<file path="src/rtl/vedic_mult_pipe.sv">
// Pipelined Urdhva-Tiryagbhyam multiplier. Operands are reduced to magnitudes
// at the input. Rank 1 registers every 2x2 partial product. Each later rank
// merges groups of four sub-products into products of twice the width. The
// final rank reapplies the sign. Valid, tag and the sign flag move through
// the pipeline alongside the data.
//
// Handshake: a beat is accepted when in_valid_i && in_ready_o. A result is
// transferred when out_valid_o && out_ready_i. Stall is global: a result
// waiting at the output freezes every rank, and in_ready_o drops in the same
// cycle. Bubbles are not squeezed out.
module vedic_mult_pipe #(
  parameter int N     = 8,
  parameter int TAG_W = 4
) (
  input  logic             clk,
  input  logic             rst_n,
  input  logic             in_valid_i,
  output logic             in_ready_o,
  input  logic [N-1:0]     in_a_i,
  input  logic [N-1:0]     in_b_i,
  input  logic             in_signed_i,
  input  logic [TAG_W-1:0] in_tag_i,
  output logic             out_valid_o,
  input  logic             out_ready_i,
  output logic [2*N-1:0]   out_p_o,
  output logic [TAG_W-1:0] out_tag_o
);
  localparam int LAT = $clog2(N);

  logic         stall;
  logic         advance;
  logic         accept;
  logic [N-1:0] mag_a;
  logic [N-1:0] mag_b;
  logic         neg_in;

  // Index r holds rank r+1. The sign flag is consumed by the last rank, so
  // it is carried only through ranks 1..LAT-1.
  logic             valid_q [LAT];
  logic [TAG_W-1:0] tag_q   [LAT];
  logic             neg_q   [LAT-1];

  assign stall      = out_valid_o && !out_ready_i;
  assign advance    = !stall;
  assign in_ready_o = advance;
  assign accept     = in_valid_i && advance;

  // Strip the signs. The magnitude of the most negative value still fits N bits.
  always_comb begin
    mag_a  = in_a_i;
    mag_b  = in_b_i;
    neg_in = 1'b0;
    if (in_signed_i) begin
      if (in_a_i[N-1]) mag_a = -in_a_i;
      if (in_b_i[N-1]) mag_b = -in_b_i;
      neg_in = in_a_i[N-1] ^ in_b_i[N-1];
    end
  end

  // Control pipeline: valid, tag and sign flag advance together unless stalled.
  always_ff @(posedge clk or negedge rst_n) begin
    if (!rst_n) begin
      for (int r = 0; r < LAT; r++) begin
        valid_q[r] <= 1'b0;
        tag_q[r]   <= '0;
      end
      for (int r = 0; r < LAT - 1; r++) neg_q[r] <= 1'b0;
    end else if (advance) begin
      valid_q[0] <= in_valid_i;
      if (accept) begin
        tag_q[0] <= in_tag_i;
        neg_q[0] <= neg_in;
      end
      for (int r = 1; r < LAT; r++) begin
        valid_q[r] <= valid_q[r-1];
        tag_q[r]   <= tag_q[r-1];
      end
      for (int r = 1; r < LAT - 1; r++) neg_q[r] <= neg_q[r-1];
    end
  end

  for (genvar k = 1; k <= LAT; k++) begin : g_rank
    localparam int W  = 1 << k;  // operand slice width handled at this rank
    localparam int M  = N / W;   // slices per operand
    localparam int NB = M * M;   // products held at this rank

    logic [2*W-1:0] pp_d [NB];
    logic [2*W-1:0] pp_q [NB];
    logic           load;

    // Rank 1 captures only accepted beats. Later ranks move on every unstalled cycle.
    assign load = (k == 1) ? accept : advance;

    if (k == 1) begin : g_leaf
      // Product of slice i of a with slice j of b, each slice 2 bits wide.
      always_comb begin
        for (int i = 0; i < M; i++) begin
          for (int j = 0; j < M; j++) begin
            pp_d[i*M+j] = {2'b00, mag_a[2*i +: 2]} * {2'b00, mag_b[2*j +: 2]};
          end
        end
      end
    end else begin : g_merge
      localparam int H  = W / 2;  // width of the sub-operands being merged
      localparam int MP = 2 * M;  // slices per operand at the previous rank
      // Merge the four sub-products: lo*lo + (hi*lo + lo*hi) << H + hi*hi << W.
      always_comb begin
        for (int i = 0; i < M; i++) begin
          for (int j = 0; j < M; j++) begin
            pp_d[i*M+j] =  (2*W)'(g_rank[k-1].pp_q[(2*i)*MP + 2*j])
                        + ((2*W)'(g_rank[k-1].pp_q[(2*i+1)*MP + 2*j]) << H)
                        + ((2*W)'(g_rank[k-1].pp_q[(2*i)*MP + 2*j+1]) << H)
                        + ((2*W)'(g_rank[k-1].pp_q[(2*i+1)*MP + 2*j+1]) << W);
            if (k == LAT && neg_q[LAT-2]) pp_d[i*M+j] = -pp_d[i*M+j];
          end
        end
      end
    end

    // Data register for this rank. It holds its value while the pipeline is stalled.
    always_ff @(posedge clk or negedge rst_n) begin
      if (!rst_n) pp_q <= '{default: '0};
      else if (load) pp_q <= pp_d;
    end
  end

  assign out_valid_o = valid_q[LAT-1];
  assign out_tag_o   = tag_q[LAT-1];
  assign out_p_o     = g_rank[LAT].pp_q[0];

endmodule

</file>
<file path="config.mk">
export PLATFORM = sky130hd
export DESIGN_NAME = vedic_mult_pipe
export DESIGN_NICKNAME = d
export VERILOG_FILES = /design/src/rtl/vedic_mult_pipe.sv
export SDC_FILE = /design/constraint.sdc
export NUM_CORES = 1
export LEC_CHECK = 0
export ABC_AREA = 1
export CORE_MARGIN = 4
export CORE_UTILIZATION = 65
export CTS_BUF_LIST = sky130_fd_sc_hd__clkbuf_4 sky130_fd_sc_hd__clkbuf_8
export DETAILED_ROUTE_END_ITERATION = 7
export PLACE_DENSITY = 0.87
export SLEW_MARGIN = 0
export SYNTH_ARGS = -nofsm -noshare
export SYNTH_HDL_FRONTEND = slang
export SYNTH_SLANG_ARGS = --single-unit
</file>
<file path="constraint.sdc">
create_clock -name clk -period 10 [get_ports clk]
set_clock_uncertainty 0.1 [all_clocks]
set_input_delay 2 -clock clk [delete_from_list [all_inputs] [get_ports clk]]
set_output_delay 2 -clock clk [all_outputs]
set_load 0.05 [all_outputs]
</file>
==> results of run 1 <==
==> worst reg2reg max path, stage by stage (launching register included) <==
cell	delay (ns)
dfrtp_1	0.41
fa_1	0.48
ha_1	0.38
a21oi_1	0.16
nand2_1	0.11
a21oi_1	0.14
nor2_1	0.05
nor2_1	0.12
xor2_1	0.18
inv_1	0.07
ha_1	0.36
a21oi_1	0.23
nand2_1	0.13
nand2_1	0.10
nand2_1	0.05
nand2_1	0.08
nand2_1	0.09
nand3_1	0.11
nand3_1	0.07
nand3_1	0.10
nand2_1	0.07
==> power groups by stage <==
stage / combinational, mW / clock (mW) / sequential [mW]
finish: 1.38 / 0.420 / 0.774
global route: 1.56 / 0.446 / 0.792
CTS: 1.39 / 0.422 / 0.775
detailed placement: 1.37 / 0 / 0.784
global placement: 1.33 / 0 / 0.775
floorplan: 0.983 / 0 / 0.874
==> state kept, by name, indices dropped and copies added, names as in the netlist <==
register and cells:
out_p_o 16, g_rank.pp_q 96, valid_q 2, neg_q 2, out_tag_o 4, tag_q 8, out_valid_o 1
==> routing by layer <==
metal	vias up	global-route usage [%]	routed length [µm]
li1	2934	-	-
met3	41	6.17	853
met4	0	8.94	351
met5	-	0	0
met2	169	40.3	7570
met1	2806	33.2	7000
==> cells in the final DEF (no fill, tap or decap), drive strengths merged <==
cell	synthesis	layout
nand2	302	302
dfrtp	129	129
inv	84	86
nor2	76	76
ha	68	68
o21ai	61	61
clkdlybuf4s50	0	45
nand3	28	28
fa	26	26
a21oi	26	26
clkbuf	11	20
xor2	20	20
xnor2	12	12
o22ai	10	10
or2	8	8
nand4	7	7
clkinv	1	6
buf	20	5
clkinvlp	0	4
o31ai	3	3
a31oi	3	3
nor3	2	2
a21o	1	1
o21bai	1	1
o211ai	1	1
bufinv	0	1
==> per-stage QoR <==
stage / setup slack, ns / util, %
global route: 3.27 / 74.5
floorplan: 5.17 / -
detailed placement: 3.43 / 71.3
CTS: 3.42 / 74.5
finish: 3.44 / 74.5
global placement: 3.43 / 71.3
==> final timing paths <==
check	depth (start not counted)	end	startpoint	slack [ns]
max	5	in_ready_o	out_ready_i	3.44
min	2	out_valid_o$_DFFE_PN0N_	valid_q[1]$_DFFE_PN0N_	0.34
max reg2reg	20	out_p_o[15]$_DFFE_PN0N_	g_rank[2].pp_q[11]$_DFFE_PN0N_	6.29
min reg2reg	2	out_valid_o$_DFFE_PN0N_	valid_q[1]$_DFFE_PN0N_	0.34
max in group asynchronous	2	out_p_o[1]$_DFFE_PN0N_	rst_n	6.90
min in group asynchronous	1	g_rank[1].pp_q[18]$_DFFE_PN0P_	rst_n	1.48
==> cell type report <==
type	count	area [µm²]	area share, %
clock buffers	20	263	3.06
well taps	143	179	2.09
inverters	85	319	3.72
flip-flops and latches	129	3230	37.6
multi-input cells	655	3990	46.5
clock inverters	12	110	1.28
repair buffers	50	488	5.69
==> kinds of logic after synthesis <==
logic type / after synthesis
buf+inv: 116
flops: 129
simple gates: 423
fa+ha+maj: 94
compound gates: 106
xor+xnor: 32
==> results.rst, run 1 <==
.. list-table::
   :header-rows: 1

   * - Metric
     - Value
   * - Detailed-route vias per instance
     - 5.44
   * - Post-synthesis cell type with the largest combined area
     - dfrtp_1
   * - Count of hold-fix buffers inserted at cts
     - 0
   * - Clock period minus final worst setup slack
     - 6.56 ns
   * - Ratio of total power to cell area
     - 300 nW/µm²
   * - Count of antenna diodes in the layout
     - 0
   * - Slew at the pin closest to its max-slew limit
     - ~1 ns
   * - Number of vias after detailed routing
     - ~6000
   * - Wire length after detailed routing
     - 15800 µm
   * - Worst path max stage delay
     - about 0.94 ns
   * - Standard-cell rows
     - 39
   * - Most instantiated library cell after synthesis
     - nand2_1
   * - First-pass GRT wire length
     - approximately 27000 µm
   * - Simple-gate portion of the synthesized area
     - approximately 23%
   * - DIE AREA
     - 13600 µm²
   * - Compound-cell area share of the yosys netlist
     - about 7.3%
   * - Combined area of all synthesized cells
     - 7700 µm²
   * - Xor and xnor fraction of the mapped netlist area
     - 3.93%
   * - Type of destination of the critical path
     - output pin
   * - Worst hold slack across all endpoints
     - approximately 0.34 ns
   * - Via count of the first global-routing pass
     - about 5800
   * - Setup violators final
     - 0
   * - Sequential area share after synthesis
     - 41.9%
   * - Mean cell area of the mapped netlist
     - 8.55 µm²
   * - Fmax
     - between 0.15 and 0.2 GHz
   * - Top fanout value on the critical path
     - 74
   * - Switching part of the total power
     - 45.7%
   * - Synth Net Count
     - 1019
   * - Clock transition at the register clock pins on the worst setup and hold paths after CTS
     - 0.07 ns
   * - Final total negative setup slack
     - 0 ns
   * - Area of the core region
     - 11500 µm²
   * - Arithmetic-cell share of the synthesized area counting full adders, half adders and majority gates
     - ~18%
   * - Fillcell total
     - 837
   * - Deepest level of the CTS H-tree
     - 4
   * - Final Power
     - 2.58 mW
   * - EDFF count, synth
     - 0
   * - Share of the synthesized area in the top cell type
     - 41.9%
   * - Share of cells above drive strength 1
     - 7.15%
   * - Syn. warnings
     - 0
   * - Net switching power of the design
     - around 1.2 mW
   * - HPWL reported at the end of detailed placement
     - 11000 µm
   * - Max-slew violation count
     - 0
   * - CTS Buf Count
     - 17
   * - Total count of hold-check failures in the final report
     - 0
   * - Sequential Power Share
     - 30.1%
   * - Relative slew slack
     - 35.0%
   * - Vertical extent of the die
     - 117 µm
   * - Antenna Nets Post-Route
     - 0
   * - P_leak
     - 4.50 nW
   * - Fraction of synthesized area in multiplexers
     - 0%
   * - Max VDD drop
     - 0.153 mV
   * - Total of cells resized after clock tree synthesis
     - 0
   * - Critical path type
     - in -> out
   * - CP Data Arrival Time
     - 4.46 ns
   * - Unrepaired setup endpoints after global routing
     - no
   * - Starting Density
     - 66.8%
   * - Clock Power Share
     - 16.3%
   * - Number of max-cap violations
     - 0
   * - Pin count of the biggest net entering global routing
     - 80
   * - Share of the clock period used by the worst path
     - 65.6%
   * - # port buffers
     - 46
   * - Average routed wire per standard cell
     - 14.4 µm
   * - Most used cell along the critical path
     - clkdlybuf4s50_1
   * - Area post-placement
     - 8210 µm²
   * - # placed instances
     - 1062
   * - Layout Cells excl Fill
     - 1094
   * - Number of different library cells in the post-synthesis netlist
     - 37
   * - Worst min path class
     - reg -> reg
   * - Combinational Power Share
     - between 50% and 60%
   * - Dominant combinational cell family by area after synthesis
     - simple AND/OR/NAND/NOR gates
   * - Main area contributors after synthesis
     - dfrtp_1 42%, nand2_1 14%, ha_1 11%
   * - IO Pins
     - 47
   * - DRC violations left
     - 0
   * - Library cell contributing the largest single delay on the critical path
     - clkdlybuf4s50_1
   * - CTS tree
     - yes
   * - Remaining global-route overflow
     - 0
   * - Share of flip-flops with an asynchronous set or reset
     - between 90% and 100%
   * - Antenna violations before repair
     - 0
   * - Detailed router's first-iteration violation count
     - 527
   * - Clock Sinks
     - 129
   * - Finished layout cell area
     - 8580 µm²
   * - Postcts setup bufs
     - 0
   * - Syn-to-layout area delta
     - 11.5%
   * - Commonest cells in the netlist
     - 295 x nand2_1, 129 x dfrtp_1, 81 x inv_1
   * - Die X
     - 117 µm
   * - Outcome
     - completed
   * - Cell type group with the largest total delay on the critical path
     - buffers and inverters
   * - Placer congestion estimate
     - 0.834
   * - Synthesis-stage register bit count
     - 129
   * - Final net count
     - 1057
   * - Cell internal power dissipation
     - 1.40 mW
   * - Master cell of the clock root buffer
     - clkbuf_8
   * - Required @ worst endpoint
     - 7.90 ns
   * - List of cells traversed by the critical path
     - clkdlybuf4s50_1, nor2_4, buf_4, inv_2, clkdlybuf4s50_1
   * - Overall fraction of global-route tracks in use
     - 25.0%
   * - Clk Latency, worst-skew pair
     - ~0.45 ns
   * - Dominant register cell in the synthesized netlist
     - dfrtp_1
   * - Maximum count of clock buffers along a single path
     - 2
   * - Startpoint types
     - input pin
   * - Synthesized instance count
     - 900
   * - Buffering stage count on the worst path with inverters included
     - 4
   * - Count of TritonRoute iterations in the first routing pass
     - 5
(Power assumes the default switching activity.)
==> run 2, diff against run 1 <==
Settings changed: CORE_UTILIZATION 65 to 62, PLACE_DENSITY 0.87 to 0.84.
Clock period 10 ns to 6.2 ns, I/O delays scaled along.
==> results.rst, run 2 (same netlist as run 1, synthesis figures left out) <==
.. list-table::
   :header-rows: 1

   * - Metric
     - Value
   * - Setup slack, reg-to-reg
     - approximately 2.4 ns
   * - Sequential Power Share
     - 29.4%
   * - Library cell contributing the largest single delay on the critical path
     - clkdlybuf4s50_1
   * - Pin count of the biggest net entering global routing
     - 74
   * - Area post-placement
     - slightly above 8000 µm²
   * - Worst path max stage delay
     - 0.79 ns
   * - Final total negative setup slack
     - 0 ns
   * - Max VDD drop
     - 0.244 mV
   * - Deepest level of the CTS H-tree
     - 4
   * - Share of the clock period used by the worst path
     - roughly 64%
   * - Total count of hold-check failures in the final report
     - 0
   * - HPWL reported at the end of detailed placement
     - 11000 µm
   * - Met1 Routed Length
     - just over 7000 µm
   * - List of cells traversed by the critical path
     - clkdlybuf4s50_1, nor2_4, inv_2, clkdlybuf4s50_1
   * - Antenna Nets Post-Route
     - 0
   * - Relative slew slack
     - 44.2%
   * - Master cell of the clock root buffer
     - clkbuf_8
   * - Net switching power of the design
     - approximately 1.9 mW
   * - CP Data Arrival Time
     - 2.65 ns
   * - Most common library cell in the layout ignoring fill and taps
     - nand2_1
   * - Postcts setup bufs
     - 0
   * - Final Power
     - 4.25 mW
   * - Standard-cell rows
     - 40
   * - Ratio of total power to cell area
     - 491 nW/µm²
   * - Cell internal power dissipation
     - 2.36 mW
   * - Most used cell along the critical path
     - clkdlybuf4s50_1
   * - Clock period minus final worst setup slack
     - 3.99 ns
   * - IO Pins
     - 47
   * - Number of vias after detailed routing
     - 5853
   * - Die X
     - between 100 and 150 µm
   * - Remaining global-route overflow
     - 0
   * - Number of flip-flops under the largest register name
     - 96
   * - Syn-to-layout area delta
     - 12.5%
   * - # port buffers
     - 46
   * - Clk Latency, worst-skew pair
     - 0.46 ns
   * - Final net count
     - 1058
   * - Wire length after detailed routing
     - roughly 16000 µm
   * - Worst slack, placed
     - around 2.2 ns
   * - Clock Power Share
     - 17.7%
   * - Startpoint types
     - input pin
   * - Top fanout value on the critical path
     - 2
   * - Average routed wire per standard cell
     - 14.1 µm
   * - DRC violations left
     - 0
   * - Maximum count of clock buffers along a single path
     - 2
   * - Slew at the pin closest to its max-slew limit
     - 0.837 ns
   * - CTS Buf Count
     - 17
   * - Setup violators final
     - 0
   * - Clock transition at the register clock pins on the worst setup and hold paths after CTS
     - 0.07 ns
   * - Via count of the first global-routing pass
     - 5908
   * - Metal3 WL
     - 738 µm
   * - P_leak
     - 4.53 nW
   * - Worst R2R Start
     - g_rank[2].pp_q[9]$_DFFE_PN0N_
   * - DIE AREA
     - 14300 µm²
   * - Highest-count cells in the layout ignoring fill and taps
     - 295 x nand2_1, 129 x dfrtp_1, 81 x inv_1
   * - Largest register by flop count
     - g_rank.pp_q
   * - Worst reg2reg path depth
     - 22
   * - Count of TritonRoute iterations in the first routing pass
     - 5
   * - Minimum setup slack in the final design
     - 2.21 ns
   * - Area of the core region
     - 12100 µm²
   * - Antenna violations before repair
     - 0
   * - Finished layout cell area
     - between 8000 and 9000 µm²
   * - Combinational Power Share
     - 52.9%
   * - Worst min path class
     - reg -> reg
   * - Destination of the critical timing path
     - in_ready_o
   * - Fmax
     - 0.251 GHz
   * - Detailed router's first-iteration violation count
     - 443
   * - Outcome
     - completed
   * - Count of antenna diodes in the layout
     - 0
   * - Vertical extent of the die
     - around 120 µm
   * - Type of destination of the critical path
     - output pin
   * - Overall fraction of global-route tracks in use
     - 24.3%
   * - Metal2 WL
     - 7470 µm
   * - Max Used Layer
     - met4
   * - Reg-to-Reg End
     - out_p_o[15]$_DFFE_PN0N_
   * - Detailed-route vias per instance
     - 5.24
   * - Total of cells resized after clock tree synthesis
     - 0
   * - First-pass GRT wire length
     - 27700 µm
   * - Critical path type
     - in -> out
   * - Number of max-cap violations
     - 0
   * - Final Core Density
     - a little over 70%
   * - Required @ worst endpoint
     - 4.86 ns
   * - Share of cells above drive strength 1
     - 7.05%
   * - Unrepaired setup endpoints after global routing
     - no
   * - Max-slew violation count
     - 0
   * - CTS tree
     - yes
   * - Switching part of the total power
     - between 40% and 50%
   * - Placer congestion estimate
     - 0.845
   * - Clock Sinks
     - between 100 and 150
   * - Starting Density
     - 63.8%
   * - Count of hold-fix buffers inserted at cts
     - 0
   * - Worst setup startpoint
     - out_ready_i
[run 2: cell count changes in the layout (fill, tap and decap cells not counted)]
| cell | before | now |
|---|---|---|
| clkinvlp_4 | 4 | 0 |
| bufinv_16 | 1 | 3 |
| clkbuf_4 | 2 | 4 |
| clkbuf_8 | 18 | 20 |
| clkinv_4 | 2 | 0 |
| inv_6 | 2 | 0 |
| buf_4 | 5 | 6 |
[run 2: worst min path at each step]
stage	start	endpoint	cells past startpoint
floorplan	valid_q[1]$_DFFE_PN0N_	out_valid_o$_DFFE_PN0N_	2
global placement	valid_q[1]$_DFFE_PN0N_	out_valid_o$_DFFE_PN0N_	2
detailed placement	valid_q[1]$_DFFE_PN0N_	out_valid_o$_DFFE_PN0N_	2
CTS	valid_q[1]$_DFFE_PN0N_	out_valid_o$_DFFE_PN0N_	2
global route	valid_q[1]$_DFFE_PN0N_	out_valid_o$_DFFE_PN0N_	2
finish	valid_q[1]$_DFFE_PN0N_	out_valid_o$_DFFE_PN0N_	2
[run 2: cell type report]
| class | instances | area (µm²) |
|---|---|---|
| fillers | 925 | 3410 |
| inverters | 85 | 319 |
| clock inverters | 6 | 105 |
| flip-flops and latches | 129 | 3230 |
| clock buffers | 24 | 305 |
| well taps | 168 | 210 |
| multi-input cells | 655 | 3990 |
| repair buffers | 51 | 495 |
[run 2: critical path: cells and delay by family]
kind                   cells  cell delay, ns
buffers and inverters      3            1.36
and+or+nand+nor            1            0.05
[run 2: layer usage]
metal | vias to the layer above | GRT usage [%]
met2 | 144 | 38.0
met4 | 0 | 9.31
met3 | 31 | 5.41
met1 | 2749 | 33.4
met5 | - | 0
li1 | 2929 | -
[run 2: stage by stage]
step                hold slack, ns  cells
floorplan                    0.320    900
global placement             0.333   1088
detailed placement           0.348   1088
CTS                          0.365   1118
global route                 0.382   1118
finish                       0.360   1118
[run 2: power groups by stage]
stage               sequential [mW]  combinational (mW)  clock [mW]
finish                         1.25                2.25       0.754
global route                   1.29                2.54       0.805
CTS                            1.25                2.26       0.769
detailed placement             1.26                2.23           0
global placement               1.25                2.15           0
floorplan                      1.41                1.58           0
